==> src/rtl/rdma_pkg.sv <==
// rdma_pkg: shared constants, FSM state type and length helpers for the RDMA transmitter
package rdma_pkg;
  localparam logic [15:0] ETH_TYPE_IPV4 = 16'h0800;
  localparam int IP_HDR_LEN = 20;
  localparam int UDP_HDR_LEN = 8;
  localparam int RDMA_HDR_LEN = 22;
  localparam int HDR_BYTES = 64;
  localparam logic [15:0] IP_VER_TOS = 16'h4500;
  localparam logic [15:0] IP_ID = 16'h0000;
  localparam logic [15:0] IP_FLAGS = 16'h4000;
  localparam logic [15:0] IP_TTL_PROTO = 16'h4011;
  localparam logic [15:0] UDP_CSUM = 16'h0000;
  typedef enum logic [2:0] {IDLE, CSUM, HDR, DATA, RESP} state_t;
  // payload bytes of a burst: (len+1) beats of 64 bytes, at most 16384
  function automatic logic [15:0] payload_len(input logic [7:0] len);
    return ({8'd0, len} + 16'd1) << 6;
  endfunction
endpackage

==> src/rtl/rdma_ip4_csum.sv <==
// rdma_ip4_csum: registered IPv4 header checksum over ten 16-bit words.
// Computed only with RDMA_XMIT_IPCSUM_EN defined; otherwise the result is a constant 0.
module rdma_ip4_csum (
  input  logic            clk,
  input  logic            reset,
  input  logic [9:0][15:0] words,
  output logic [15:0]     csum
);
`ifdef RDMA_XMIT_IPCSUM_EN
  logic [19:0] sum;
  logic [16:0] fold;
  always_comb begin
    sum = '0;
    for (int i = 0; i < 10; i++) sum = sum + 20'(words[i]);
    fold = 17'(sum[15:0]) + 17'(sum[19:16]);
  end
  // a second end-around carry cannot overflow: fold[16] set implies fold[15:0] is tiny
  always_ff @(posedge clk) csum <= reset ? 16'h0 : ~(fold[15:0] + 16'(fold[16]));
`else
  logic unused_words;
  assign unused_words = ^{words, reset};
  always_ff @(posedge clk) csum <= 16'h0;
`endif
endmodule

==> src/rtl/rdma_xmit.sv <==
// rdma_xmit: turns each AXI write burst into one RDMA-over-UDP/IPv4 packet (64-byte header + AWLEN+1 data beats).
// Define RDMA_XMIT_IPCSUM_EN to fill in the IPv4 header checksum; otherwise it is sent as zero.
module rdma_xmit
  import rdma_pkg::*;
#(
  parameter int DATA_WBITS = 512,
  parameter int ADDR_WBITS = 64,
  localparam int DATA_WBYTS = DATA_WBITS / 8
) (
  input  logic                  clk,
  input  logic                  reset,
  input  logic [ADDR_WBITS-1:0] S_AXI_AWADDR,
  input  logic [7:0]            S_AXI_AWLEN,
  input  logic                  S_AXI_AWVALID,
  output logic                  S_AXI_AWREADY,
  input  logic [DATA_WBITS-1:0] S_AXI_WDATA,
  input  logic [DATA_WBYTS-1:0] S_AXI_WSTRB,
  input  logic                  S_AXI_WLAST,
  input  logic                  S_AXI_WVALID,
  output logic                  S_AXI_WREADY,
  output logic [1:0]            S_AXI_BRESP,
  output logic                  S_AXI_BVALID,
  input  logic                  S_AXI_BREADY,
  output logic [DATA_WBITS-1:0] AXIS_RDMA_TDATA,
  output logic [DATA_WBYTS-1:0] AXIS_RDMA_TKEEP,
  output logic                  AXIS_RDMA_TVALID,
  output logic                  AXIS_RDMA_TLAST,
  input  logic                  AXIS_RDMA_TREADY,
  input  logic [47:0]           SRC_MAC,
  input  logic [47:0]           DST_MAC,
  input  logic [31:0]           SRC_IP,
  input  logic [31:0]           DST_IP,
  input  logic [15:0]           SRC_PORT,
  input  logic [15:0]           DST_PORT
);
  state_t state;
  logic [ADDR_WBITS-1:0] addr;
  logic [7:0] len, beat;
  logic err, last, w_fire;
  logic [15:0] ip_len, udp_len, csum;
  logic [8*HDR_BYTES-1:0] hdr_be, hdr;
  assign ip_len = payload_len(len) + 16'(IP_HDR_LEN + UDP_HDR_LEN + RDMA_HDR_LEN);
  assign udp_len = payload_len(len) + 16'(UDP_HDR_LEN + RDMA_HDR_LEN);
  rdma_ip4_csum u_csum (
    .clk(clk),
    .reset(reset),
    .words({IP_VER_TOS, ip_len, IP_ID, IP_FLAGS, IP_TTL_PROTO, 16'h0000, SRC_IP, DST_IP}),
    .csum(csum)
  );
  // wire order: first field at the MSB end, then byte-swapped so wire byte 0 lands in TDATA[7:0]
  assign hdr_be = {DST_MAC, SRC_MAC, ETH_TYPE_IPV4, IP_VER_TOS, ip_len, IP_ID, IP_FLAGS,
                   IP_TTL_PROTO, csum, SRC_IP, DST_IP, SRC_PORT, DST_PORT, udp_len, UDP_CSUM,
                   64'(addr), len, 104'd0};
  for (genvar i = 0; i < HDR_BYTES; i++) begin : g_swap
    assign hdr[8*i +: 8] = hdr_be[8*HDR_BYTES-1-8*i -: 8];
  end
  assign last = beat == len;
  assign w_fire = S_AXI_WVALID && AXIS_RDMA_TREADY;
  assign S_AXI_AWREADY = state == IDLE && !reset;
  assign S_AXI_WREADY = state == DATA && AXIS_RDMA_TREADY;
  assign S_AXI_BVALID = state == RESP;
  assign S_AXI_BRESP = (state == RESP && err) ? 2'b10 : 2'b00;
  assign AXIS_RDMA_TVALID = state == HDR || (state == DATA && S_AXI_WVALID);
  assign AXIS_RDMA_TDATA = state == DATA ? S_AXI_WDATA : DATA_WBITS'(hdr);
  assign AXIS_RDMA_TKEEP = state == DATA ? S_AXI_WSTRB : '1;
  assign AXIS_RDMA_TLAST = state == DATA && last;
  always_ff @(posedge clk) begin
    if (reset) begin
      state <= IDLE;
      addr <= '0;
      len <= '0;
      beat <= '0;
      err <= 1'b0;
    end else begin
      case (state)
        IDLE: if (S_AXI_AWVALID) begin
          addr <= S_AXI_AWADDR;
          len <= S_AXI_AWLEN;
          beat <= '0;
          state <= CSUM;
        end
        CSUM: state <= HDR;
        HDR: if (AXIS_RDMA_TREADY) state <= DATA;
        DATA: if (w_fire) begin
          beat <= beat + 8'd1;
          err <= err | (S_AXI_WLAST != last);
          if (last) state <= RESP;
        end
        RESP: if (S_AXI_BREADY) begin
          state <= IDLE;
          err <= 1'b0;
        end
        default: state <= IDLE;
      endcase
    end
  end
endmodule

==> config.mk <==
export PLATFORM = sky130hd
export DESIGN_NAME = rdma_xmit
export DESIGN_NICKNAME = d
export VERILOG_FILES = /design/src/rtl/rdma_pkg.sv /design/src/rtl/rdma_ip4_csum.sv /design/src/rtl/rdma_xmit.sv
export SDC_FILE = /design/constraint.sdc
export NUM_CORES = 1
export LEC_CHECK = 0
export ABC_AREA = 1
export CORE_AREA = 3 3 554 556
export DETAILED_ROUTE_END_ITERATION = 16
export DIE_AREA = 0 0 557 559
export HOLD_SLACK_MARGIN = 0.08
export PLACE_DENSITY = 0.32
export SKIP_LAST_GASP = 1
export SLEW_MARGIN = 20
export SYNTH_ARGS = -nofsm -noshare
export SYNTH_HDL_FRONTEND = slang
export SYNTH_SLANG_ARGS = --single-unit
==> constraint.sdc <==
create_clock -name clk -period 4.1 [get_ports clk]
set_input_delay 0.615 -clock clk [delete_from_list [all_inputs] [get_ports clk]]
set_output_delay 0.615 -clock clk [all_outputs]
set_load 0.02 [all_outputs]
After elaboration in Yosys (flattened, before gate mapping). Cells that the tools add are included.

Reduce and logical (&&, ||, !) cells: 15. Eq/ne operators: 11. Add/sub/neg operators: 4. Mux-type cells: 15. Bitwise logic cells: 1.

Operator list (number): 512-bit 2-to-1 mux (1); 64-bit 2-to-1 mux (1); 15-bit by 5-bit adder with 16-bit output (second input constant) (1); 16-bit by 6-bit adder with 16-bit output (second input constant) (1); 8-bit 2-to-1 mux (2); 8-bit one-hot mux with 2 select lines (1); 3-bit 2-to-1 mux (5); 3-bit one-hot mux with 5 select lines (1); 8-bit by 1-bit adder with 9-bit output (second input constant) (1); 8-bit by 1-bit adder with 8-bit output (second input constant) (1); 8-bit equality test (1); 2-bit != test (second input constant) (4); 3-bit by 2-bit equality test with 1-bit output (second input constant) (2); 1-bit logical AND (6); 3-bit AND reduction (2); 5-bit AND reduction (1); 2-bit nonzero test (2); 3-bit by 1-bit equality test with 1-bit output (second input constant) (1); 3-bit equality test (second input constant) (1); 3-bit zero test (1); 1-bit 2-to-1 mux (2); 2-bit 2-to-1 mux (1); 2-bit by 1-bit != test with 1-bit output (second input constant) (1); 1-bit one-hot mux with 2 select lines (1); 5 further kinds (5).

Logic and storage cells: 51. Register bits: 84. Input bits: 847. Output and inout bits: 583.

Depth between registers and ports, before layout. Gate-level depths: netlist of the first run.

Depth after elaboration: 5. Mapped depth: 10.

Modules after synthesis. A second synthesis of the first run with hierarchy kept.

Cells, all modules: 1869. Area, all modules: 9268.9 µm².

Modules (own cells, without submodules): rdma_xmit (instances 1, cells each 1852, area an instance 9145.0 µm²); rdma_ip4_csum (instances 1, cells each 17, area an instance 123.9 µm²).

Worst setup path after synthesis of the first run. No wires, ideal clock.

Kind: reg-to-output. From: register state[1]. To: output port AXIS_RDMA_TDATA[101]. Required time: 3.485 ns. Arrival: 1.417 ns. Path buffers: 3. Stages on the path, launching flop included: 8. Path slack: 2.068 ns. Cells stage by stage: dfxtp_1 nand2_1 nor2_4 inv_2 buf_6 buf_4 buf_2 nor2_1.

Word-level cells in the longest chain between the ends: 2.

RTL lines: start, declared (line rdma_xmit.sv:36) `state_t state;`; start signal, assigned (line rdma_xmit.sv:69) `state <= IDLE;`; start signal, assigned (line rdma_xmit.sv:80) `state <= CSUM;`; start signal, assigned (line rdma_xmit.sv:82) `CSUM: state <= HDR;`; 3-bit by 2-bit equality test with 1-bit output (line rdma_xmit.sv:64) `assign AXIS_RDMA_TDATA = state == DATA ? S_AXI_WDATA : DATA_WBITS'(hdr);`; 512-bit 2-to-1 mux (line rdma_xmit.sv:64); end, declared (line rdma_xmit.sv:24) `output logic [DATA_WBITS-1:0] AXIS_RDMA_TDATA,`.

Every way passes these cells.

Worst setup path in the final report of the first run.
From: register state[1]. To: output port AXIS_RDMA_TDATA[271].

The elaborated chain is that of the path after synthesis.

==> impl_metrics.csv, run 1 <==
group,metric,value,unit
status,outcome,"completed",
pwr,power_density,361,mW/mm²
sta,rsz0062_at_grt,"no",
run,max-cap-violations,0,
logic_synthesis,synth_top_area_frac,0.305,
logic_synthesis,netlist_instances,1837,
min_path,hold_end,"addr[60]",
placed_design,io_buffers,1428,
floorplan,pin_count,1430,
logic_synthesis,ys_seq_area_frac,0.187,
pwr,p_leak,11.7,nW
sta,worst_pin_slew,1.07,ns
critical_path,worstReg2RegStart,"state[1]",
min_path,hold_depth,2,
sta,clock_skew,0.0162,ns
layout,utilization,0.0981,
global_routing,busiest_layer,"met2",
floorplan,dieArea,0.311,mm²
global_routing,grt_pass1_wl,282000,µm
cts,cts_tree,"done",
floorplan,die_w,557,µm
sta,layout_min_cycle_time,3.89,ns
layout,drive_above_1_share,0.0746,
critical_path,r2r-end,"beat[5]",
logic_synthesis,synth.area.top_cells,"nand2_1, dfxtp_1, inv_1",
min_path,holdCritPathClass,"reg -> reg",
global_routing,antenna_found_initial,319,
route,vias_per_cell,2.55,
cts,hold_buffers,0,
sta,hold_violations,0,
cts,insertion_delay,0.40,ns
global_routing,overflow,0,
route,wl,240000,µm
sta,finalHoldWorstSlack,0.449,ns
floorplan,core-area,0.303,mm²
critical_path,critPathKind,"reg -> out",
sta,fmax,257,MHz
cts,cts_buffers,9,
sta,slew_viol_final,0,
route,avgRoutedWirePerCell,33.3,µm
global_routing,grt_max_degree,93,
sta,slew_headroom,0.282,
critical_path,endpoint_kind,"primary output",
cts,clockBufferDepth,2,
pwr,peakVddDrop,0.450,mV
layout,final_cell_mix,"clkdlybuf4s50_1, nand2_1, inv_1",
placed_design,routabilityCongestion,0.911,
cts,post_cts_buffers,0,
logic_synthesis,syn_area,0.00900,mm²
cts,path_clk_slew,0.07,ns
logic_synthesis,yosys_warnings,0,
layout,synthToLayoutAreaGrowth,230,%
placed_design,dpl.hpwl,227000,µm
critical_path,startpoint_type,"register",
global_routing,grt_usage,0.148,
route,drt_pass1_iterations,5,
global_routing,use_met1,0.163,
logic_synthesis,ys_ff_latch,84,
cts,cts-htree-levels,3,
global_routing,met2_usage,0.264,
layout,nets,4046,
critical_path,worst_ep_arrival_time,3.28,ns
floorplan,initial_core_util,0.0297,
sta,timing.final.crit_share,0.949,
logic_synthesis,synth.largest_area_cell,"nand2_1",
cts,clockRootBuffer,"clkbuf_16",
sta,tns,0,ns
sta,setup_viol,0,
global_routing,grt_pass1_vias,18200,
route,drt_iter0_markers,895,
floorplan,rows,202,
route,vias,18400,
critical_path,crit_path_max_fanout,79,
logic_synthesis,synthDistinctLibCells,27,
cts,clock_sinks,84,
route,ant_nets,0,
layout,final_common_cell,"clkdlybuf4s50_1",
critical_path,r2r_setup_slack,1.81,ns
logic_synthesis,syn-num-nets,2686,
route,drc,0,
min_path,hold_start,"addr[60]",
logic_synthesis,syn_area_per_cell,4.90,µm²
floorplan,die_h,559,µm
critical_path,critPathRequiredTime,3.48,ns
layout,nFillCells,35400,
global_routing,grtUsageMet3,0.0643,
critical_path,r2r_cells,10,
state kept, by name (all words and copies together), names as in the netlist:
name   count
addr      64
beat       8
err        1
len        8
state      3
stage by stage:
stage / instances / area (µm²) / setup slack [ns] / total power, mW
floorplan: 1837 / 9000 / 2.07 / 4.11
global placement: 7163 / 29300 / 0.424 / 10.2
detailed placement: 7164 / 29300 / 0.451 / 10.2
CTS: 7180 / 29600 / 0.00313 / 11.2
global route: 7205 / 29600 / 0.0621 / 11.3
finish: 7219 / 29700 / 0.207 / 10.7
per-layer routing:
layer,part of all wire,vias to the layer above
li1,-,8147
met1,0.37,8182
met2,0.49,1362
met3,0.11,504
met5,0.0052,-
met4,0.026,186
power breakdown:
group / leakage [nW] / internal [mW] / switching [mW] / total [mW]
logic: 10.8 / 3.36 / 5.32 / 8.68
registers: 0.693 / 1.03 / 0.0905 / 1.13
clock network: 0.149 / 0.434 / 0.482 / 0.916
Yosys cell counts:
| library cell | instances |
|---|---|
| nand2_1 | 731 |
| inv_1 | 309 |
| nor2_1 | 239 |
| o21ai_0 | 149 |
| a21oi_1 | 84 |
| dfxtp_1 | 84 |
| or2_1 | 79 |
| buf_2 | 61 |
| clkbuf_1 | 41 |
| buf_4 | 14 |
| nand3_1 | 13 |
| nand4_1 | 5 |
| nor3_1 | 5 |
| inv_2 | 4 |
| o21ai_1 | 3 |
| xnor2_1 | 3 |
| buf_6 | 2 |
| ha_1 | 2 |
| a211oi_1 | 1 |
| conb_1 | 1 |
| nand2_2 | 1 |
| nand3_2 | 1 |
| nor2_2 | 1 |
| nor2_4 | 1 |
| o211ai_1 | 1 |
| or2_2 | 1 |
| xor2_1 | 1 |
cell type report:
cell class / instances / area [µm²] / share of cell area
Timing Repair Buffer: 1467 / 15900 / 0.535
Multi-Input combinational cell: 1322 / 5560 / 0.187
Tap cell: 3978 / 4980 / 0.168
Sequential cell: 84 / 1680 / 0.0567
Inverter: 313 / 1180 / 0.0399
Clock buffer: 9 / 225 / 0.00759
Antenna cell: 39 / 97.6 / 0.00329
Clock inverter: 7 / 76.3 / 0.00257
cells by family (layout without fill, tap and decap cells):
kind of cell,Yosys count,count (layout),share of synthesized area
simple gates,1077,1077,0.477
buf+inv,431,1796,0.196
xor+xnor,4,4,0.00389
other cells,1,40,0.000417
fa+ha+maj,2,2,0.00278
compound gates,238,238,0.133
flops,84,84,0.187
critical path, stage by stage, from the launching register on:
cell and delay [ns]:
dfxtp_1 0.43, nand2_1 0.14, nor2_4 0.39, inv_8 0.27
buf_12 0.30, nand2_1 0.35, nand2_1 0.21, clkdlybuf4s50_1 0.60
timing repair:
item                                    4_1_cts  5_1_grt
resized for setup                             0        9
hold endpoints to repair                      0        0
endpoints found under the setup margin        0        9
worst max path at each step:
stage,from,endpoint,slack (ns),depth (start not counted)
2_1_floorplan,state[1],AXIS_RDMA_TDATA[101],2.07,7
3_3_place_gp,state[1],AXIS_RDMA_TDATA[397],0.42,7
3_5_place_dp,state[1],AXIS_RDMA_TDATA[396],0.45,7
4_1_cts,state[1],AXIS_RDMA_TDATA[396],0.003,7
5_1_grt,state[1],AXIS_RDMA_TDATA[251],0.06,7
6_report,state[1],AXIS_RDMA_TDATA[271],0.21,7
(Power assumes the default switching activity.)
==> run 2: changes to the inputs <==
--- a/config.mk
+++ b/config.mk
@@ -6,6 +6,7 @@
 export NUM_CORES = 1
 export LEC_CHECK = 0
 export ABC_AREA = 1
+export ABC_CLOCK_PERIOD_IN_PS = 4100
 export CORE_AREA = 3 3 554 556
 export DETAILED_ROUTE_END_ITERATION = 16
 export DIE_AREA = 0 0 557 559
==> results of run 2 <==
Same layout as run 1: the final DEF is identical, and so are final timing and power.
